## src/rtl/axi_spi_pkg.sv

```systemverilog
// rtl/axi_spi_pkg.sv - shared AXI constants and sequencer state encodings
package axi_spi_pkg;

    typedef logic [2:0] seq_state_t;

    localparam seq_state_t ST_IDLE    = 3'd0;
    localparam seq_state_t ST_WR_REQ  = 3'd1;
    localparam seq_state_t ST_WR_RESP = 3'd2;
    localparam seq_state_t ST_RD_REQ  = 3'd3;
    localparam seq_state_t ST_RD_RESP = 3'd4;

    localparam logic [1:0] AXI_RESP_OKAY   = 2'b00;
    localparam logic [1:0] AXI_RESP_EXOKAY = 2'b01;
    localparam logic [1:0] AXI_RESP_SLVERR = 2'b10;
    localparam logic [1:0] AXI_RESP_DECERR = 2'b11;

    localparam logic [1:0] AXI_BURST_INCR = 2'b01;

    // Sideband tie-offs applied by the parent to the single-beat port.
    localparam logic [7:0] AXI_LEN_TIE    = 8'd0;
    localparam logic [2:0] AXI_PROT_TIE   = 3'd0;
    localparam logic [3:0] AXI_CACHE_TIE  = 4'd0;
    localparam logic [3:0] AXI_QOS_TIE    = 4'd0;
    localparam logic [3:0] AXI_REGION_TIE = 4'd0;
    localparam logic       AXI_LOCK_TIE   = 1'b0;

    function automatic logic [2:0] axi_size(input int data_width);
        return (data_width == 64) ? 3'd3 : 3'd2;
    endfunction

endpackage

```

## src/rtl/axi_spi_txn_sequencer_if.sv

```systemverilog
// rtl/axi_spi_txn_sequencer_if.sv - single-beat AXI4 subset between the sequencer and the SoC port
interface axi_spi_txn_sequencer_if #(
    parameter int AXI_ADDR_WIDTH = 32,
    parameter int AXI_DATA_WIDTH = 64,
    parameter int AXI_ID_WIDTH   = 16
);
    logic                          aw_valid;
    logic                          aw_ready;
    logic [AXI_ADDR_WIDTH-1:0]     aw_addr;
    logic [AXI_ID_WIDTH-1:0]       aw_id;
    logic [2:0]                    aw_size;
    logic                          w_valid;
    logic                          w_ready;
    logic [AXI_DATA_WIDTH-1:0]     w_data;
    logic [AXI_DATA_WIDTH/8-1:0]   w_strb;
    logic                          w_last;
    logic                          b_valid;
    logic [1:0]                    b_resp;
    logic                          b_ready;
    logic                          ar_valid;
    logic                          ar_ready;
    logic [AXI_ADDR_WIDTH-1:0]     ar_addr;
    logic [AXI_ID_WIDTH-1:0]       ar_id;
    logic [2:0]                    ar_size;
    logic                          r_valid;
    logic [AXI_DATA_WIDTH-1:0]     r_data;
    logic [1:0]                    r_resp;
    logic                          r_last;
    logic                          r_ready;

    modport master (
        output aw_valid, aw_addr, aw_id, aw_size,
        output w_valid, w_data, w_strb, w_last,
        output b_ready,
        output ar_valid, ar_addr, ar_id, ar_size,
        output r_ready,
        input  aw_ready, w_ready, b_valid, b_resp,
        input  ar_ready, r_valid, r_data, r_resp, r_last
    );

    modport slave (
        input  aw_valid, aw_addr, aw_id, aw_size,
        input  w_valid, w_data, w_strb, w_last,
        input  b_ready,
        input  ar_valid, ar_addr, ar_id, ar_size,
        input  r_ready,
        output aw_ready, w_ready, b_valid, b_resp,
        output ar_ready, r_valid, r_data, r_resp, r_last
    );
endinterface

```

## src/rtl/axi_spi_txn_sequencer.sv

```systemverilog
// rtl/axi_spi_txn_sequencer.sv - one-at-a-time req/gnt to single-beat AXI4 transaction sequencer
module axi_spi_txn_sequencer
    import axi_spi_pkg::*;
#(
    parameter int AXI_ADDR_WIDTH = 32,
    parameter int AXI_DATA_WIDTH = 64,
    parameter int AXI_ID_WIDTH   = 16,
    parameter int AXI_ID         = 0
) (
    input  logic                        clk_i,
    input  logic                        rst_ni,
    input  logic                        req_i,
    input  logic                        we_i,
    input  logic [AXI_ADDR_WIDTH-1:0]   addr_i,
    input  logic [AXI_DATA_WIDTH-1:0]   wdata_i,
    input  logic [AXI_DATA_WIDTH/8-1:0] be_i,
    output logic                        gnt_o,
    output logic                        rvalid_o,
    output logic [AXI_DATA_WIDTH-1:0]   rdata_o,
    output logic                        err_o,
    axi_spi_txn_sequencer_if.master     axi
);

    seq_state_t                  state;
    logic [AXI_ADDR_WIDTH-1:0]   addr_q;
    logic [AXI_DATA_WIDTH-1:0]   wdata_q;
    logic [AXI_DATA_WIDTH/8-1:0] be_q;
    logic [AXI_DATA_WIDTH-1:0]   rdata_q;
    logic                        aw_done;
    logic                        w_done;
    logic                        rvalid_q;
    logic                        err_q;
    logic                        aw_fin;
    logic                        w_fin;
    logic                        unused_resp;

    assign axi.aw_valid = (state == ST_WR_REQ) && !aw_done;
    assign axi.aw_addr  = addr_q;
    assign axi.aw_id    = AXI_ID_WIDTH'(AXI_ID);
    assign axi.aw_size  = axi_size(AXI_DATA_WIDTH);
    assign axi.w_valid  = (state == ST_WR_REQ) && !w_done;
    assign axi.w_data   = wdata_q;
    assign axi.w_strb   = be_q;
    assign axi.w_last   = axi.w_valid;
    assign axi.b_ready  = (state == ST_WR_RESP);
    assign axi.ar_valid = (state == ST_RD_REQ);
    assign axi.ar_addr  = addr_q;
    assign axi.ar_id    = AXI_ID_WIDTH'(AXI_ID);
    assign axi.ar_size  = axi_size(AXI_DATA_WIDTH);
    assign axi.r_ready  = (state == ST_RD_RESP);

    // A handshake counts as finished if it completed earlier or completes this cycle.
    assign aw_fin = aw_done || (axi.aw_valid && axi.aw_ready);
    assign w_fin  = w_done  || (axi.w_valid  && axi.w_ready);

    // Grant is withheld in the completion cycle so the next command starts one cycle later.
    assign gnt_o    = rst_ni && (state == ST_IDLE) && !rvalid_q && req_i;
    assign rvalid_o = rvalid_q;
    assign err_o    = err_q;
    assign rdata_o  = rdata_q;

    assign unused_resp = ^{axi.b_resp[0], axi.r_resp[0]};

    always_ff @(posedge clk_i or negedge rst_ni) begin
        if (!rst_ni) begin
            state    <= ST_IDLE;
            addr_q   <= '0;
            wdata_q  <= '0;
            be_q     <= '0;
            rdata_q  <= '0;
            aw_done  <= 1'b0;
            w_done   <= 1'b0;
            rvalid_q <= 1'b0;
            err_q    <= 1'b0;
        end else begin
            rvalid_q <= 1'b0;
            err_q    <= 1'b0;
            case (state)
                ST_IDLE: begin
                    if (gnt_o) begin
                        addr_q  <= addr_i;
                        wdata_q <= wdata_i;
                        be_q    <= be_i;
                        state   <= we_i ? ST_WR_REQ : ST_RD_REQ;
                    end
                end
                ST_WR_REQ: begin
                    if (aw_fin && w_fin) begin
                        aw_done <= 1'b0;
                        w_done  <= 1'b0;
                        state   <= ST_WR_RESP;
                    end else begin
                        aw_done <= aw_fin;
                        w_done  <= w_fin;
                    end
                end
                ST_WR_RESP: begin
                    if (axi.b_valid) begin
                        rvalid_q <= 1'b1;
                        err_q    <= axi.b_resp[1];
                        state    <= ST_IDLE;
                    end
                end
                ST_RD_REQ: begin
                    if (axi.ar_ready) begin
                        state <= ST_RD_RESP;
                    end
                end
                ST_RD_RESP: begin
                    if (axi.r_valid) begin
                        rvalid_q <= 1'b1;
                        rdata_q  <= axi.r_data;
                        // A single-beat read must end with r_last; anything else is a protocol error.
                        err_q    <= axi.r_resp[1] || !axi.r_last;
                        state    <= ST_IDLE;
                    end
                end
                default: state <= ST_IDLE;
            endcase
        end
    end

endmodule

```

## src/flat_wrapper.sv

```systemverilog
// flat-port wrapper written by rule: the top's interface ports become plain ports
module axi_spi_txn_sequencer_flat import axi_spi_pkg::*;
#(
    parameter int AXI_ADDR_WIDTH = 32,
    parameter int AXI_DATA_WIDTH = 64,
    parameter int AXI_ID_WIDTH   = 16,
    parameter int AXI_ID         = 0
)
  (clk_i, rst_ni, req_i, we_i, addr_i, wdata_i, be_i, gnt_o, rvalid_o, rdata_o, err_o, axi_aw_valid, axi_aw_addr, axi_aw_id, axi_aw_size, axi_w_valid, axi_w_data, axi_w_strb, axi_w_last, axi_b_ready, axi_ar_valid, axi_ar_addr, axi_ar_id, axi_ar_size, axi_r_ready, axi_aw_ready, axi_w_ready, axi_b_valid, axi_b_resp, axi_ar_ready, axi_r_valid, axi_r_data, axi_r_resp, axi_r_last);
  axi_spi_txn_sequencer_if #(.AXI_ADDR_WIDTH(AXI_ADDR_WIDTH), .AXI_DATA_WIDTH(AXI_DATA_WIDTH), .AXI_ID_WIDTH(AXI_ID_WIDTH)) axi_i ();
  input  logic clk_i;
  input  logic rst_ni;
  input  logic req_i;
  input  logic we_i;
  input  logic [AXI_ADDR_WIDTH-1:0] addr_i;
  input  logic [AXI_DATA_WIDTH-1:0] wdata_i;
  input  logic [AXI_DATA_WIDTH/8-1:0] be_i;
  output logic gnt_o;
  output logic rvalid_o;
  output logic [AXI_DATA_WIDTH-1:0] rdata_o;
  output logic err_o;
  output wire logic [$bits(axi_i.aw_valid)-1:0] axi_aw_valid;
  output wire logic [$bits(axi_i.aw_addr)-1:0] axi_aw_addr;
  output wire logic [$bits(axi_i.aw_id)-1:0] axi_aw_id;
  output wire logic [$bits(axi_i.aw_size)-1:0] axi_aw_size;
  output wire logic [$bits(axi_i.w_valid)-1:0] axi_w_valid;
  output wire logic [$bits(axi_i.w_data)-1:0] axi_w_data;
  output wire logic [$bits(axi_i.w_strb)-1:0] axi_w_strb;
  output wire logic [$bits(axi_i.w_last)-1:0] axi_w_last;
  output wire logic [$bits(axi_i.b_ready)-1:0] axi_b_ready;
  output wire logic [$bits(axi_i.ar_valid)-1:0] axi_ar_valid;
  output wire logic [$bits(axi_i.ar_addr)-1:0] axi_ar_addr;
  output wire logic [$bits(axi_i.ar_id)-1:0] axi_ar_id;
  output wire logic [$bits(axi_i.ar_size)-1:0] axi_ar_size;
  output wire logic [$bits(axi_i.r_ready)-1:0] axi_r_ready;
  input wire logic [$bits(axi_i.aw_ready)-1:0] axi_aw_ready;
  input wire logic [$bits(axi_i.w_ready)-1:0] axi_w_ready;
  input wire logic [$bits(axi_i.b_valid)-1:0] axi_b_valid;
  input wire logic [$bits(axi_i.b_resp)-1:0] axi_b_resp;
  input wire logic [$bits(axi_i.ar_ready)-1:0] axi_ar_ready;
  input wire logic [$bits(axi_i.r_valid)-1:0] axi_r_valid;
  input wire logic [$bits(axi_i.r_data)-1:0] axi_r_data;
  input wire logic [$bits(axi_i.r_resp)-1:0] axi_r_resp;
  input wire logic [$bits(axi_i.r_last)-1:0] axi_r_last;
  assign axi_aw_valid = axi_i.aw_valid;
  assign axi_aw_addr = axi_i.aw_addr;
  assign axi_aw_id = axi_i.aw_id;
  assign axi_aw_size = axi_i.aw_size;
  assign axi_w_valid = axi_i.w_valid;
  assign axi_w_data = axi_i.w_data;
  assign axi_w_strb = axi_i.w_strb;
  assign axi_w_last = axi_i.w_last;
  assign axi_b_ready = axi_i.b_ready;
  assign axi_ar_valid = axi_i.ar_valid;
  assign axi_ar_addr = axi_i.ar_addr;
  assign axi_ar_id = axi_i.ar_id;
  assign axi_ar_size = axi_i.ar_size;
  assign axi_r_ready = axi_i.r_ready;
  assign axi_i.aw_ready = axi_aw_ready;
  assign axi_i.w_ready = axi_w_ready;
  assign axi_i.b_valid = axi_b_valid;
  assign axi_i.b_resp = axi_b_resp;
  assign axi_i.ar_ready = axi_ar_ready;
  assign axi_i.r_valid = axi_r_valid;
  assign axi_i.r_data = axi_r_data;
  assign axi_i.r_resp = axi_r_resp;
  assign axi_i.r_last = axi_r_last;
  axi_spi_txn_sequencer #(.AXI_ADDR_WIDTH(AXI_ADDR_WIDTH), .AXI_DATA_WIDTH(AXI_DATA_WIDTH), .AXI_ID_WIDTH(AXI_ID_WIDTH), .AXI_ID(AXI_ID)) u_core (.clk_i(clk_i), .rst_ni(rst_ni), .req_i(req_i), .we_i(we_i), .addr_i(addr_i), .wdata_i(wdata_i), .be_i(be_i), .gnt_o(gnt_o), .rvalid_o(rvalid_o), .rdata_o(rdata_o), .err_o(err_o), .axi(axi_i));
endmodule
```

## config.mk

```make
export PLATFORM = sky130hd
export DESIGN_NAME = axi_spi_txn_sequencer_flat
export DESIGN_NICKNAME = d
export VERILOG_FILES = /design/src/rtl/axi_spi_pkg.sv /design/src/rtl/axi_spi_txn_sequencer_if.sv /design/src/rtl/axi_spi_txn_sequencer.sv /design/src/flat_wrapper.sv
export SDC_FILE = /design/constraint.sdc
export NUM_CORES = 1
export LEC_CHECK = 0
export ABC_AREA = 1
export CORE_AREA = 3 3 165 167
export DETAILED_ROUTE_END_ITERATION = 7
export DIE_AREA = 0 0 168 170
export PLACE_DENSITY = 0.64
export SLEW_MARGIN = 20
export SYNTH_ARGS = -nofsm -noshare
export SYNTH_HDL_FRONTEND = slang
export SYNTH_SLANG_ARGS = --single-unit
```

## constraint.sdc

```tcl
create_clock -name clk_i -period 2.5 [get_ports clk_i]
set_input_delay 0.5 -clock clk_i [delete_from_list [all_inputs] [get_ports clk_i]]
set_output_delay 0.5 -clock clk_i [all_outputs]
set_load 0.02 [all_outputs]
```

==> results of run 1 <==
## state kept, by name, indices dropped and copies added (netlist names)
register	cells
u_core.rvalid_o	1
u_core.w_done	1
u_core.axi.ar_addr	32
u_core.axi.w_data	64
u_core.rdata_o	64
u_core.axi.w_strb	8
u_core.err_o	1
u_core.state	3
u_core.aw_done	1
## cells in the final DEF (no fill, tap or decap), drive strengths merged
cell / n
conb: 38
clkinv: 5
nand2: 328
dfrtp: 175
dlygate4sd2: 4
dlymetal6s2s: 1
clkinvlp: 1
buf: 12
nand4: 1
mux2: 64
o22ai: 1
clkdlybuf4s50: 382
clkbuf: 18
nor2: 9
nand3: 6
o21ai: 5
nand3b: 1
bufinv: 1
nor3: 2
inv: 21
## layer usage
metal	vias to the layer above	track usage, %	part of all wire (%)
li1	2795	-	-
met1	2768	18.9	40
met2	227	25.7	51
met3	12	4.44	7.4
met4	0	3.95	1.1
met5	-	0	0
## final timing paths
check                                       from  slack, ns                      to
max in group asynchronous                 rst_ni       1.02  u_core.axi.ar_addr[23]
hold reg to reg            u_core.axi.w_data[60]       0.47   u_core.axi.w_data[60]
min in group clk_i         u_core.axi.w_data[60]       0.47   u_core.axi.w_data[60]
setup reg to reg                 u_core.state[0]       0.52  u_core.axi.ar_addr[23]
setup / recovery                 u_core.state[0]       0.16             axi_b_ready
hold / removal                            rst_ni       0.23       u_core.rdata_o[7]
## through the flow
stage / cell area (um2) / hold slack, ns / setup slack, ns
floorplan: 7520 / 0.204 / 0.745
global placement: 11200 / 0.454 / 0.0689
detailed placement: 11200 / 0.458 / 0.0648
CTS: 11800 / 0.232 / 0.000206
global route: 11900 / 0.251 / 0.0277
finish: 11900 / 0.228 / 0.156
## power by group through the flow
stage | Sequential [mW] | Clock [mW] | Combinational (mW)
final | 4.81 | 2.74 | 7.17
after global routing | 5.00 | 2.98 | 7.63
after CTS | 4.82 | 2.86 | 7.28
after detailed placement | 4.85 | 0 | 7.28
after global placement | 4.81 | 0 | 7.21
after floorplan | 6.23 | 0 | 2.39
## logic make-up (layout without fill, tap and decap cells)
family	Yosys count	count (layout)	share of synthesized area, %
AO/OA/AOI/OAI	6	6	0.424
buffers and inverters	114	445	10.5
flip-flops	175	175	59.3
multiplexers	64	64	11.7
other	2	38	0.102
AND/OR/NAND/NOR	347	347	18.0
## final cells by class
| class | count | area, um2 | area share, % |
|---|---|---|---|
| well taps | 335 | 419 | 3.54 |
| clock inverters | 14 | 166 | 1.40 |
| multi-input cells | 455 | 2380 | 20.1 |
| flip-flops and latches | 175 | 4380 | 36.9 |
| inverters | 14 | 53.8 | 0.454 |
| repair buffers | 399 | 4020 | 33.9 |
| clock buffers | 18 | 439 | 3.70 |
## worst max-delay path: stages, from the launching register on
cell and delay, ns:
dfrtp_1 0.47, nor3_2 0.29, clkdlybuf4s50_1 0.67
## what timing repair did
item                                    4_1_cts  5_1_grt
setup buffers                                 0        0
hold buffers                                  0        0
gates resized for setup                       5        2
gates cloned                                  0        0
endpoints found under the setup margin        4        1
==> impl_metrics.yaml, run 1 <==
status:
  status: "completed"
cts:
  clock_latency_ns: 0.42
  cts.sinks: 175
  numCtsBuffers: 17
  root_buffer: "clkbuf_16"
  cts_max_level: 4
  clk_pin_slew_worst_paths_ns: 0.08
  clk_path_buf_depth: 2
  cts_tree: "built"
pwr:
  p_clk_share_pct: 18.6
  fin_total_pwr_mw: 14.7
  p_sw_share_pct: 38.6
  power.switching_mw: 5.68
  internal-power_mw: 9.04
  p_seq_share_pct: 32.7
  p_comb_share_pct: 48.7
  peakVddDrop_mv: 0.519
  cellLeakagePower_nw: 5.80
  p_per_area_nw_per_um2: 1240
floorplan:
  dieArea_um2: 28600
  fp.dieW_um: 168
  ios: 429
  core_um2: 25900
  rows: 59
  fp.dieH_um: 170
  initial_core_util_pct: 28.5
global_routing:
  grt_start_max_net_pins: 69
  grt_pass1_vias: 5919
  grt_first_pass_wirelength_um: 34000
  grt_overflow: 0
  antenna_found_initial: 0
  grt_util_all_layers_pct: 15.1
critical_path:
  critPathKind: "flip-flop to output port"
  start_kind: "flip-flop"
  cp.arrival_ns: 1.84
  rr_worst_depth: 7
  path_max_fanout: 7
  worst_ep_required_time_ns: 2.00
  end_kind: "output port"
routing:
  firstDrtPassIters: 4
  routed_wl_um: 22300
  drc: 0
  viasPerCell: 4.11
  post_drt_wl_per_cell_um: 15.8
  drtIter0Drc: 360
  num_vias: 5802
  ant_nets: 0
final_layout:
  layout-drive-gt1-share_pct: 10.7
  nets: 1244
  antenna_cells: 0
  finish.utilization_pct: 45.8
  n_fill_cell: 2438
  stdcell_count: 1410
  area_growth_pct: 60.6
synthesis:
  ys_types: 20
  syn_area_per_cell_um2: 10.4
  yosysTopAreaCell: "dfrtp_1"
  syn_area_um2: 7380
  synth-seq-cells: 175
  netlist_instances: 708
  synth_seq_area_share_pct: 59.3
  synth_warnings: 0
  yosysMostFrequentCell: "nand2_1"
  synth_top_area_share_pct: 59.3
  synthTopCellsByArea: "dfrtp_1 59%, nand2_1 17%, buf_4 7.8%"
  yosys-top-cells-count: "328 x nand2_1, 175 x dfrtp_1, 77 x buf_4"
  synthArstFlopShare_pct: 100
  synth_edf_count: 0
  synthFlopType: "dfrtp_1"
timing:
  fin_skew_ns: 0.0131
  tightest_slew_ns: 0.855
  relSlewSlack_pct: 43.0
  setup_viol: 0
  fin_tns_setup_ns: 0
  fmaxAchievable_mhz: 427
  drv_slew: 0
  period_minus_slack_ns: 2.34
  rsz0062_at_grt: "false"
  fin_crit_sh_pct: 93.8
  hold_viol: 0
place:
  dp.cells: 1378
  port_buffers: 388
  place.gp.congestion: 0.777
  dp_hpwl_um: 16600
run:
  drv_cap: 0
worst_hold_path:
  hold_class: "input port to asynchronous set/reset pin"
(Power assumes the default switching activity.)
==> run 2, diff against run 1 <==
--- a/config.mk
+++ b/config.mk
@@ -6,10 +6,11 @@
 export NUM_CORES = 1
 export LEC_CHECK = 0
 export ABC_AREA = 1
-export CORE_AREA = 3 3 165 167
+export CAP_MARGIN = 40
+export CORE_AREA = 2 2 169 171
 export DETAILED_ROUTE_END_ITERATION = 7
-export DIE_AREA = 0 0 168 170
-export PLACE_DENSITY = 0.64
+export DIE_AREA = 0 0 171 173
+export PLACE_DENSITY = 0.61
 export SLEW_MARGIN = 20
 export SYNTH_ARGS = -nofsm -noshare
 export SYNTH_HDL_FRONTEND = slang
==> run 2 against run 1 <==
Compared with the run above: flip-flop and latch count unchanged; register-to-register slack worse by 0.03 ns; highest routed layer unchanged; largest power group unchanged; via count about the same; critical endpoint is now axi_ar_valid; utilization down 2.5 points; first-iteration DRC count down 25%; wire length down 2.2%; clock-buffer cell count up 1; die area up 3.6%; cell count up 3.3%; global-route usage down 0.75 points; sequential power about the same.
==> impl_metrics.yaml, run 2 (synthesis gave the netlist of run 1 again) <==
cts:
  clock_latency_ns: 0.42
  cts_max_level: 4
  clk_path_buf_depth: 2
  cts.sinks: 175
  cts_setup_buffers: 0
  root_buffer: "clkbuf_16"
  cts_tree: "built"
  clk_pin_slew_worst_paths_ns: 0.07
  numCtsBuffers: 17
final_layout:
  nets: 1248
  layout-drive-gt1-share_pct: 10.8
  fin_area_um2: 12000
  antenna_cells: 0
  layout_commonest_cell: "clkdlybuf4s50_1"
  area_growth_pct: 61.9
  mostFrequentLayoutCells: "381 x clkdlybuf4s50_1, 327 x nand2_1, 175 x dfrtp_1"
critical_path:
  end_kind: "output port"
  cpPeakStageDelay_ns: 0.66
  crit_buf_inv: 1
  r2r-start: "u_core.state[0]"
  timing.rr.end: "u_core.axi.w_data[17]"
  worst_ep_required_time_ns: 2.00
  r2r_slack_ns: 0.49
  path_max_fanout: 7
  cp_top_family: "buffers and inverters"
  critPathKind: "flip-flop to output port"
  path_cells: "nand2_1 > nor2_1 > clkdlybuf4s50_1"
  start_kind: "flip-flop"
  crit_slowest_cell: "clkdlybuf4s50_1"
  rr_worst_depth: 7
  cp.arrival_ns: 1.89
status:
  status: "completed"
timing:
  fin_hold_ws_ns: 0.471
  fmaxAchievable_mhz: 419
  fin_crit_sh_pct: 95.5
  fin_skew_ns: 0.00894
  fin_tns_setup_ns: 0
  tightest_slew_ns: 0.505
  drv_slew: 0
  period_minus_slack_ns: 2.39
  setup_viol: 0
  rsz0062_at_grt: "false"
  hold_viol: 0
  relSlewSlack_pct: 66.3
global_routing:
  grt_start_max_net_pins: 82
  grt_pass1_vias: 5771
  grt_first_pass_wirelength_um: 32900
  antenna_found_initial: 0
  grt_overflow: 0
  grt_util_all_layers_pct: 14.4
pwr:
  internal-power_mw: 8.92
  peakVddDrop_mv: 0.515
  p_clk_share_pct: 17.8
  p_per_area_nw_per_um2: 1220
  power.switching_mw: 5.62
  p_comb_share_pct: 49.3
  p_seq_share_pct: 32.9
  cellLeakagePower_nw: 5.83
  p_sw_share_pct: 38.7
routing:
  post_drt_wl_per_cell_um: 15.0
  firstDrtPassIters: 4
  drtIter0Drc: 269
  routed_wl_um: 21800
  viasPerCell: 3.98
  ant_nets: 0
  drc: 0
  num_vias: 5800
floorplan:
  fp.dieW_um: 171
  core_um2: 27600
  rows: 61
  ios: 429
  dieArea_um2: 29600
  initial_core_util_pct: 26.7
  fp.dieH_um: 173
worst_hold_path:
  hold_end: "u_core.axi.w_data[46]"
  min_from: "u_core.axi.w_data[46]"
  hold_class: "flip-flop to flip-flop"
  holdPathStages: 2
run:
  drv_cap: 0
place:
  place.gp.congestion: 0.783
  placed_cell_area_um2: 11300
  port_buffers: 388
  dp_hpwl_um: 16000
run 2: how the worst max path moves through the flow:
| stage | startpoint | to | slack, ns | depth (start not counted) |
|---|---|---|---|---|
| after floorplan | u_core.state[2] | axi_w_valid | 0.75 | 4 |
| after global placement | req_i | gnt_o | 0.11 | 4 |
| after detailed placement | req_i | gnt_o | 0.12 | 4 |
| after CTS | u_core.state[1] | axi_w_valid | 0.02 | 4 |
| after global routing | u_core.state[0] | axi_ar_valid | 0.03 | 3 |
| final | u_core.state[0] | axi_ar_valid | 0.11 | 3 |
run 2: final cells by class:
| type | count | area, um2 |
|---|---|---|
| Sequential cell | 175 | 4380 |
| Timing Repair Buffer | 403 | 4090 |
| Inverter | 14 | 53.8 |
| Clock inverter | 13 | 125 |
| Clock buffer | 19 | 433 |
| Multi-Input combinational cell | 455 | 2390 |
| Fill cell | 2717 | 15700 |
| Tap cell | 378 | 473 |
run 2: per-stage QoR:
step                util (%)  total power [mW]  std cells  worst slack, ns
CTS                     43.1              14.8       1456           0.0220
global route            43.3              15.4       1457           0.0344
detailed placement      41.0              12.1       1423            0.120
finish                  43.3              14.5       1457            0.113
floorplan                  -              8.61        744            0.745
global placement        40.9              12.0       1422            0.114
run 2: repair_timing:
item / in CTS / in global routing
setup endpoints to repair: 5 / 3
gates resized for setup: 7 / 3
hold buffers: 1 / 0
hold endpoints to repair: 1 / 0
run 2: power groups by stage:
stage          Combinational, mW  Sequential, mW  Clock [mW]
3_3_place_gp                7.20            4.78           0
2_1_floorplan               2.39            6.23           0
3_5_place_dp                7.25            4.82           0
6_report                    7.17            4.79        2.58
5_1_grt                     7.66            4.95        2.81
4_1_cts                     7.27            4.80        2.68
run 2: worst min-delay path, delay by kind of cell, from the launching register on:
family	cells	cell delay, ns
simple gates	2	0.10
flops	1	0.34
run 2: metal layers:
metal | vias up | GRT usage (%) | routed length, um
li1 | 2810 | - | -
met1 | 2746 | 17.9 | 9170
met2 | 232 | 24.1 | 10700
met3 | 12 | 4.83 | 1800
met4 | 0 | 3.14 | 179
met5 | - | 0 | 0
